==> config.mk <==
export PLATFORM = sky130hd
export DESIGN_NAME = lsd_buffer_reader
export DESIGN_NICKNAME = d
export VERILOG_FILES = /design/src/rtl/lsd_buffer_reader.sv
export SDC_FILE = /design/constraint.sdc
export NUM_CORES = 1
export LEC_CHECK = 0
export ABC_AREA = 0
export CAP_MARGIN = 20
export CORE_ASPECT_RATIO = 0.7
export CORE_UTILIZATION = 47
export DETAILED_ROUTE_END_ITERATION = 12
export HOLD_SLACK_MARGIN = 0.1
export MAX_ROUTING_LAYER = met4
export PLACE_DENSITY = 0.88
export SYNTH_ARGS = -nofsm -noshare
export SYNTH_HDL_FRONTEND = slang
export SYNTH_SLANG_ARGS = --single-unit
==> constraint.sdc <==
create_clock -name clock -period 2.83 [get_ports clock]
set_clock_uncertainty 0.2 [all_clocks]
set_input_delay 0.4245 -clock clock [delete_from_list [all_inputs] [get_ports clock]]
set_output_delay 0.4245 -clock clock [all_outputs]
set_load 0.03 [all_outputs]
==> src/rtl/lsd_buffer_reader.sv <==
// Streams a frame's line segments out of the LSD buffer, one per beat: first beat 2 cycles after in_start.
// A stalled beat holds data and valid; dropping in_buf_ready aborts the dump after the current beat.
module lsd_buffer_reader #(
  parameter int FRAME_HEIGHT = 480,
  parameter int FRAME_WIDTH  = 640,
  parameter int RAM_SIZE     = 4096,
  localparam int V_BITW    = $clog2(FRAME_HEIGHT),
  localparam int H_BITW    = $clog2(FRAME_WIDTH),
  localparam int ADDR_BITW = $clog2(RAM_SIZE),
  localparam int WORD_SIZE = (H_BITW + V_BITW) * 2
) (
  input  logic                 clock,
  input  logic                 n_rst,
  input  logic                 in_start,
  input  logic                 in_buf_ready,
  input  logic [ADDR_BITW:0]   in_line_num,
  input  logic [WORD_SIZE-1:0] in_data,
  output logic [ADDR_BITW-1:0] out_rd_addr,
  output logic                 out_valid,
  input  logic                 in_ready,
  output logic [V_BITW-1:0]    out_start_v,
  output logic [H_BITW-1:0]    out_start_h,
  output logic [V_BITW-1:0]    out_end_v,
  output logic [H_BITW-1:0]    out_end_h,
  output logic [ADDR_BITW-1:0] out_index,
  output logic                 out_last,
  output logic                 out_busy,
  output logic                 out_done,
  output logic                 out_abort
);

  typedef enum logic [1:0] {IDLE, WAIT, STREAM, DONE} state_t;

  localparam logic [ADDR_BITW:0] RAM_DEPTH = (ADDR_BITW + 1)'(RAM_SIZE);
  localparam logic [ADDR_BITW:0] CNT_ONE   = (ADDR_BITW + 1)'(1);

  state_t               state_q;
  logic [ADDR_BITW:0]   total_q;
  logic                 abort_q;
  logic [ADDR_BITW-1:0] rd_addr_q;
  logic [ADDR_BITW-1:0] index_q;
  logic                 valid_q;
  logic                 last_q;
  logic                 busy_q;
  logic                 done_q;
  logic                 abort_pulse_q;
  logic [V_BITW-1:0]    start_v_q;
  logic [H_BITW-1:0]    start_h_q;
  logic [V_BITW-1:0]    end_v_q;
  logic [H_BITW-1:0]    end_h_q;

  logic [ADDR_BITW:0]   total_d;
  logic [ADDR_BITW:0]   index_inc;
  logic                 accept;
  logic [V_BITW-1:0]    word_sv;
  logic [H_BITW-1:0]    word_sh;
  logic [V_BITW-1:0]    word_ev;
  logic [H_BITW-1:0]    word_eh;

  // The buffer's count can exceed its depth; never read past the end.
  always_comb begin
    total_d = in_line_num;
    if (in_line_num > RAM_DEPTH) total_d = RAM_DEPTH;
  end

  assign index_inc = {1'b0, index_q} + CNT_ONE;
  assign accept    = valid_q & in_ready;
  assign {word_sv, word_sh, word_ev, word_eh} = in_data;

  always_ff @(posedge clock) begin
    if (!n_rst) begin
      state_q       <= IDLE;
      total_q       <= '0;
      abort_q       <= 1'b0;
      rd_addr_q     <= '0;
      index_q       <= '0;
      valid_q       <= 1'b0;
      last_q        <= 1'b0;
      busy_q        <= 1'b0;
      done_q        <= 1'b0;
      abort_pulse_q <= 1'b0;
      start_v_q     <= '0;
      start_h_q     <= '0;
      end_v_q       <= '0;
      end_h_q       <= '0;
    end else begin
      done_q        <= 1'b0;
      abort_pulse_q <= 1'b0;
      case (state_q)
        IDLE: begin
          if (in_start) begin
            state_q <= WAIT;
            busy_q  <= 1'b1;
          end
        end
        WAIT: begin
          if (in_buf_ready) begin
            total_q <= total_d;
            if (total_d == '0) begin
              state_q <= DONE;
              done_q  <= 1'b1;
            end else begin
              start_v_q <= word_sv;
              start_h_q <= word_sh;
              end_v_q   <= word_ev;
              end_h_q   <= word_eh;
              valid_q   <= 1'b1;
              index_q   <= '0;
              rd_addr_q <= ADDR_BITW'(1);
              last_q    <= (total_d == CNT_ONE);
              state_q   <= STREAM;
            end
          end
        end
        STREAM: begin
          // Losing buffer-ready means the next frame is overwriting the RAM.
          if (!in_buf_ready) abort_q <= 1'b1;
          if (accept) begin
            if (last_q || !in_buf_ready) begin
              valid_q       <= 1'b0;
              state_q       <= DONE;
              done_q        <= 1'b1;
              abort_pulse_q <= abort_q | ~in_buf_ready;
            end else begin
              start_v_q <= word_sv;
              start_h_q <= word_sh;
              end_v_q   <= word_ev;
              end_h_q   <= word_eh;
              index_q   <= index_q + ADDR_BITW'(1);
              rd_addr_q <= rd_addr_q + ADDR_BITW'(1);
              last_q    <= (index_inc == total_q - CNT_ONE);
            end
          end else if (!in_buf_ready) begin
            last_q <= 1'b1;
          end
        end
        DONE: begin
          state_q   <= IDLE;
          busy_q    <= 1'b0;
          abort_q   <= 1'b0;
          rd_addr_q <= '0;
        end
        default: state_q <= IDLE;
      endcase
    end
  end

  assign out_rd_addr = rd_addr_q;
  assign out_valid   = valid_q;
  assign out_start_v = start_v_q;
  assign out_start_h = start_h_q;
  assign out_end_v   = end_v_q;
  assign out_end_h   = end_h_q;
  assign out_index   = index_q;
  assign out_last    = last_q;
  assign out_busy    = busy_q;
  assign out_done    = done_q;
  assign out_abort   = abort_pulse_q;

endmodule

Yosys cells after proc, flatten, opt, wreduce, memory -nomap -nowiden
Index checks and enable logic that the tools add are counted.
Widths: inputs -> output; s select.
{"block": "totals", "regBits": 83, "latchBits": 0, "mem_bits_rw": 0, "rom_bits": 0, "input_bits": 56, "memories": 0}
{"block": "classes", "add_sub_neg": 4, "multipliers": 0, "n_div": 0, "order_cmp": 1, "n_eq_ne": 14, "shift": 0, "mux": 56, "n_bitwise": 3, "reduce_logical": 17}
{"cell": "$mux 12", "n": 8}
{"cell": "$mux 10", "n": 8}
{"cell": "$mux 9", "n": 8}
{"cell": "$pmux 10 s2", "n": 2}
{"cell": "$pmux 12 s3", "n": 1}
{"cell": "$pmux 9 s2", "n": 2}
{"cell": "$add 12x1->12 const B", "n": 2}
{"cell": "$pmux 12 s2", "n": 1}
{"cell": "$reduce_and 5->1", "n": 4}
{"cell": "$mux 1", "n": 15}
{"cell": "$ne 2x2->1 const B", "n": 7}
{"cell": "$add 12x1->13 const B", "n": 1}
{"cell": "$eq 13x1->1 const B", "n": 1}
{"cell": "$eq 13x13->1", "n": 1}
{"cell": "$gt 13x13->1 const B", "n": 1}
{"cell": "$logic_not 13->1", "n": 1}
{"cell": "$mux 13", "n": 1}
{"cell": "$sub 13x1->13 const B", "n": 1}
{"cell": "$pmux 1 s2", "n": 5}
{"cell": "$mux 2", "n": 4}
{"cell": "$pmux 2 s4", "n": 1}
{"cell": "$reduce_and 4->1", "n": 2}
{"cell": "$ne 3x3->1 const B", "n": 2}
{"cell": "$reduce_and 2->1", "n": 3}
{"cell": "10 further kinds", "n": 13}

Depth between registers and ports, before layout
Gate-level depths: netlist (run 1).
{"block": "depth", "ltp_word": 6, "depth_mapped": 9, "mapped_depth_nobuf": 8}

Least setup slack after synthesis (run 1)
OpenSTA, ideal clock, no wires.
{"block": "synth_timing", "path_type": "in2reg", "startpoint": "input port in_line_num[4]", "endpoint": "register end_h_q[6] (netlist: out_end_h[6])", "setup_ns": 0.132, "arrival_ns": 2.298, "required_time_ns": 2.498, "slack_ns": 0.199, "stages": 8, "path_buffers": 3, "cell_sequence": "or4_1 -> or4_1 -> buf_2 -> o311a_4 -> buf_6 -> buf_2 -> nand2_1 -> a21oi_1"}
{"block": "synth_via", "elab_chain_len": 5}
{"element": "from (decl)", "line_no": "16", "source": "input logic [ADDR_BITW:0] in_line_num,"}
{"element": "$gt 13x13->1", "line_no": "63", "source": "if (in_line_num > RAM_DEPTH) total_d = RAM_DEPTH;"}
{"element": "$mux 13 (*)", "line_no": "63"}
{"element": "$logic_not 13->1 (*)", "line_no": "99", "source": "if (total_d == '0) begin"}
{"element": "$ne 2x2->1 (no line) (*)"}
{"element": "$reduce_and 5->1 (no line) (*)"}
{"element": "to (signal assigned)", "line_no": "106", "source": "end_h_q <= word_eh;"}
{"element": "to (signal assigned)", "line_no": "128", "source": "end_h_q <= word_eh;"}
{"element": "to (decl)", "line_no": "50", "source": "logic [H_BITW-1:0] end_h_q;"}
Mark *: on every way between the ends. The rest lies on a longest branch, timed or not.
A chain may end at the register's enable or synchronous reset.

Worst setup path after layout (run 1)
{"block": "layout_timing", "startpoint": "input port in_line_num[8]", "endpoint": "register index_q[6] (netlist: out_index[6])"}
{"block": "layout_via", "elab_chain_len": 5}
{"element": "$gt 13x13->1", "line_no": "63"}
{"element": "$mux 13 (*)", "line_no": "63"}
{"element": "$logic_not 13->1 (*)", "line_no": "99"}
{"element": "$ne 2x2->1 (no line) (*)"}
{"element": "$reduce_and 5->1 (no line) (*)"}
{"element": "to (signal assigned)", "line_no": "129", "source": "index_q <= index_q + ADDR_BITW'(1);"}
{"element": "to (decl)", "line_no": "41", "source": "logic [ADDR_BITW-1:0] index_q;"}
Marked as above.

==> flow_summary.json, run 1 <==
{
  "synthSimpleGateAreaFrac_pct": 26.8,
  "worst_path_largest_cell_delay_ps": 530,
  "vias": 4220,
  "holdPathStages": 3,
  "seq_area_frac_synth_pct": 40.3,
  "num-fill-cells": 626,
  "postLayoutSetupSlackWorst_ps": 54.2,
  "syn_area_per_cell_um2": 8.22,
  "clockBufferDepth": 2,
  "worst_setup_path_start_kind": "input port",
  "synthDistinctLibCells": 61,
  "grt_remaining_overflow": 0,
  "crit_fanout": 7,
  "syn_inst": 502,
  "clkPwrFrac_pct": 22.4,
  "rr_worst_depth": 8,
  "p_seq_share_pct": 27.3,
  "post-route-drc-count": 0,
  "routed_wl_um": 12000,
  "cp-end-kind": "register",
  "layout.nets": 700,
  "power.total_w": 0.00592,
  "switching_share_pct": 39.9,
  "synth_fa_ha_area_share_pct": 2.12,
  "combPwrFrac_pct": 50.3,
  "outcome": "complete, no violations",
  "worstSkewPairLatency_ps": 330,
  "muxShareOfSynthArea_pct": 0.880,
  "path_cells": "clkdlybuf4s50_1 > or3_1 > or4_4 > buf_8 > o311a_4 > nand2_2 > nor4_1 > o21a_1",
  "multi_input_area_mm2": 0.00235,
  "drt-initial-drc-count": 328,
  "cts-root-buf": "clkbuf_16",
  "cp.depth": 8,
  "use_met3_pct": 5.21,
  "drt_first_pass_iters": 5,
  "clock.fmax_mhz": 360,
  "worstSetupPathType": "in2reg",
  "grt_max_degree": 43,
  "report.final.setup_viol": 0,
  "period_minus_slack_ps": 2780,
  "track_usage_pct": 25.5,
  "tns_ps": 0,
  "syn_area_mm2": 0.00412,
  "num_rows": 28,
  "vias_per_cell": 5.55,
  "cap_violations": 0,
  "yosys_warnings": 0,
  "required_ps": 2850,
  "fin_crit_sh_pct": 98.1,
  "ant_nets": 0,
  "syn2layout_area_growth_pct": 47.3,
  "io_buffers": 122,
  "worst_slew_pin_slew_ps": 582,
  "start_util_pct": 48.6,
  "hpwlAfterDp_um": 8100,
  "holdWs_ps": 209,
  "syn_nets": 565,
  "seq_area_mm2": 0.00166,
  "power_density_mw_per_mm2": 974,
  "htree_levels": 3,
  "wl_per_cell_um": 15.7,
  "slew_viol_final": 0,
  "intPower_w": 0.00356,
  "peakVddDrop_v": 0.000548,
  "drive_gt1_share_pct": 9.52,
  "relSlewSlack_pct": 61.1,
  "cts_tree": "built",
  "cp_slowest_cell": "or4_4",
  "ios": 123,
  "synth-seq-cells": 83,
  "grt_pass1_vias": 3848,
  "synth_compound_gate_area_share_pct": 18.7,
  "cts_buffers": 9,
  "grt_pass1_wl_um": 18100,
  "synth_edf_count": 0,
  "critical-path-top-delay-family": "simple AND/OR/NAND/NOR gates",
  "gp_congestion": 0.903,
  "synth_top_family_by_area": "simple AND/OR/NAND/NOR gates",
  "clock-sinks": 83,
  "synth-xor-area-share_pct": 7.16,
  "clkTransAtPathRegs_ps": 60,
  "async_reset_ff_share_pct": 0,
  "switchingPower_w": 0.00236,
  "use_met2_pct": 40.3,
  "pre_cts_ws_ps": -351,
  "core_area_mm2": 0.00848,
  "die_y_um": 80.4,
  "arrival_ps": 2800,
  "die_x_um": 114,
  "hold_violations": 0,
  "die_area_mm2": 0.00916,
  "hp-class": "in2reg",
  "grt.busiest_layer": "met2",
  "met1_usage_pct": 32.4,
  "worst-path-buf-inv": 2,
  "antenna_found_initial": 0,
  "leakage_nw": 2.25,
  "synth_ff_type": "dfxtp_1",
  "antenna_cells": 0
}
==> cells in the final DEF (no fill, tap or decap), types with 3 or more instances in the layout <==
| cell type | instances |
|---|---|
| a22oi_1 | 8 |
| nor4_1 | 9 |
| a21oi_1 | 49 |
| nand2b_1 | 3 |
| a21boi_1 | 7 |
| or3_1 | 9 |
| or4_4 | 3 |
| ha_1 | 7 |
| o21ai_0 | 15 |
| and4_1 | 3 |
| nor2_1 | 25 |
| nand3_1 | 18 |
| nand4_1 | 9 |
| xnor3_1 | 3 |
| dfxtp_1 | 83 |
| buf_4 | 19 |
| xor2_1 | 10 |
| nor3_1 | 6 |
| xnor2_1 | 16 |
| buf_12 | 3 |
| o21a_1 | 3 |
| nor3b_1 | 5 |
| a21boi_0 | 14 |
| nand2_1 | 103 |
| inv_1 | 12 |
| dlymetal6s2s_1 | 6 |
| clkdlybuf4s50_1 | 116 |
| bufinv_16 | 3 |
| nor2b_1 | 10 |
| clkbuf_16 | 11 |
| or4_1 | 3 |
| and3_1 | 5 |
==> metal layers <==
layer / up-vias / wire length (um)
met2: 163 / 5550
met3: 19 / 700
met1: 1996 / 5530
met4: 0 / 190
li1: 2042 / -
met5: - / 0
==> sequential cells by signal, indices dropped and copies added, names as in the netlist <==
register	count
state_q	2
out_last	1
out_busy	1
abort_q	1
out_done	1
out_end_h	10
out_rd_addr	12
out_abort	1
out_start_h	10
total_q	13
out_end_v	9
out_start_v	9
out_index	12
out_valid	1
==> stage by stage <==
stage          util (%)  cell area, um2  cells
2_1_floorplan         -            4120    502
3_3_place_gp       65.9            5580    742
3_5_place_dp       65.9            5580    742
4_1_cts            70.0            5930    757
5_1_grt            71.7            6080    761
6_report           71.7            6080    761
==> tightest hold or removal path: cells and delay by family <==
kind | cells | cell delay [ps]
buffers and inverters | 1 | 130
AO/OA/AOI/OAI | 1 | 80
AND/OR/NAND/NOR | 1 | 70
==> cell families (layout without fill, tap and decap cells) <==
family	Yosys count	count (layout)
AND/OR/NAND/NOR	224	224
AO/OA/AOI/OAI	118	118
flip-flops	83	83
buffers and inverters	38	177
XOR/XNOR	29	29
adder cells (fa/ha/maj)	7	7
multiplexers	3	3
==> synth_stat cells (all sizes together) (10+ instances only) <==
| master | count | area share [%] |
|---|---|---|
| a21boi | 21 | 3.8 |
| a21oi | 50 | 6.1 |
| buf | 10 | 1.6 |
| clkbuf | 15 | 1.4 |
| dfxtp | 83 | 40 |
| inv | 12 | 1.1 |
| nand2 | 104 | 9.5 |
| nand3 | 18 | 2.2 |
| nor2 | 26 | 2.4 |
| nor2b | 10 | 1.5 |
| o21ai | 17 | 2.1 |
| xnor2 | 16 | 3.4 |
| xor2 | 10 | 2.1 |
==> power groups by stage <==
stage	clock [W]	sequential (W)	combinational [W]
finish	0.00133	0.00161	0.00298
global route	0.00139	0.00165	0.00318
CTS	0.00134	0.00161	0.00274
detailed placement	0	0.00163	0.00270
global placement	0	0.00162	0.00261
floorplan	0	0.00207	0.00128
==> worst paths after layout <==
check	slack, ps	to	start
max reg2reg	210	out_last	total_q[0]
min	210	total_q[6]	in_line_num[6]
max	50	out_index[6]	in_line_num[8]
min reg2reg	250	out_end_v[1]	out_end_v[1]
==> layout make-up <==
type / instances / area share [%]
Multi-Input combinational cell: 381 / 38.7
Sequential cell: 83 / 27.3
Timing Repair Buffer: 149 / 25.1
Clock buffer: 9 / 3.71
Tap cell: 120 / 2.47
Clock inverter: 6 / 1.85
Inverter: 13 / 0.803
==> repair_timing <==
action,CTS,global route
pin swaps,0,5
hold buffers,0,0
buffers inserted,0,2
endpoints found under the setup margin,3,61
endpoints found under the hold margin,0,0
cloned,0,2
resized for setup,3,19
Power figures use the tool's default switching activity.
==> run 2: changes to the inputs <==
SKIP_LAST_GASP = 1   (was default)
==> results of run 2 <==
Same layout as run 1: the final DEF is identical, and so are final timing and power.
==> run 3: changes to the inputs <==
SKIP_LAST_GASP = default   (was 1)
==> results of run 3 <==
Same layout as run 1: the final DEF is identical, and so are final timing and power.
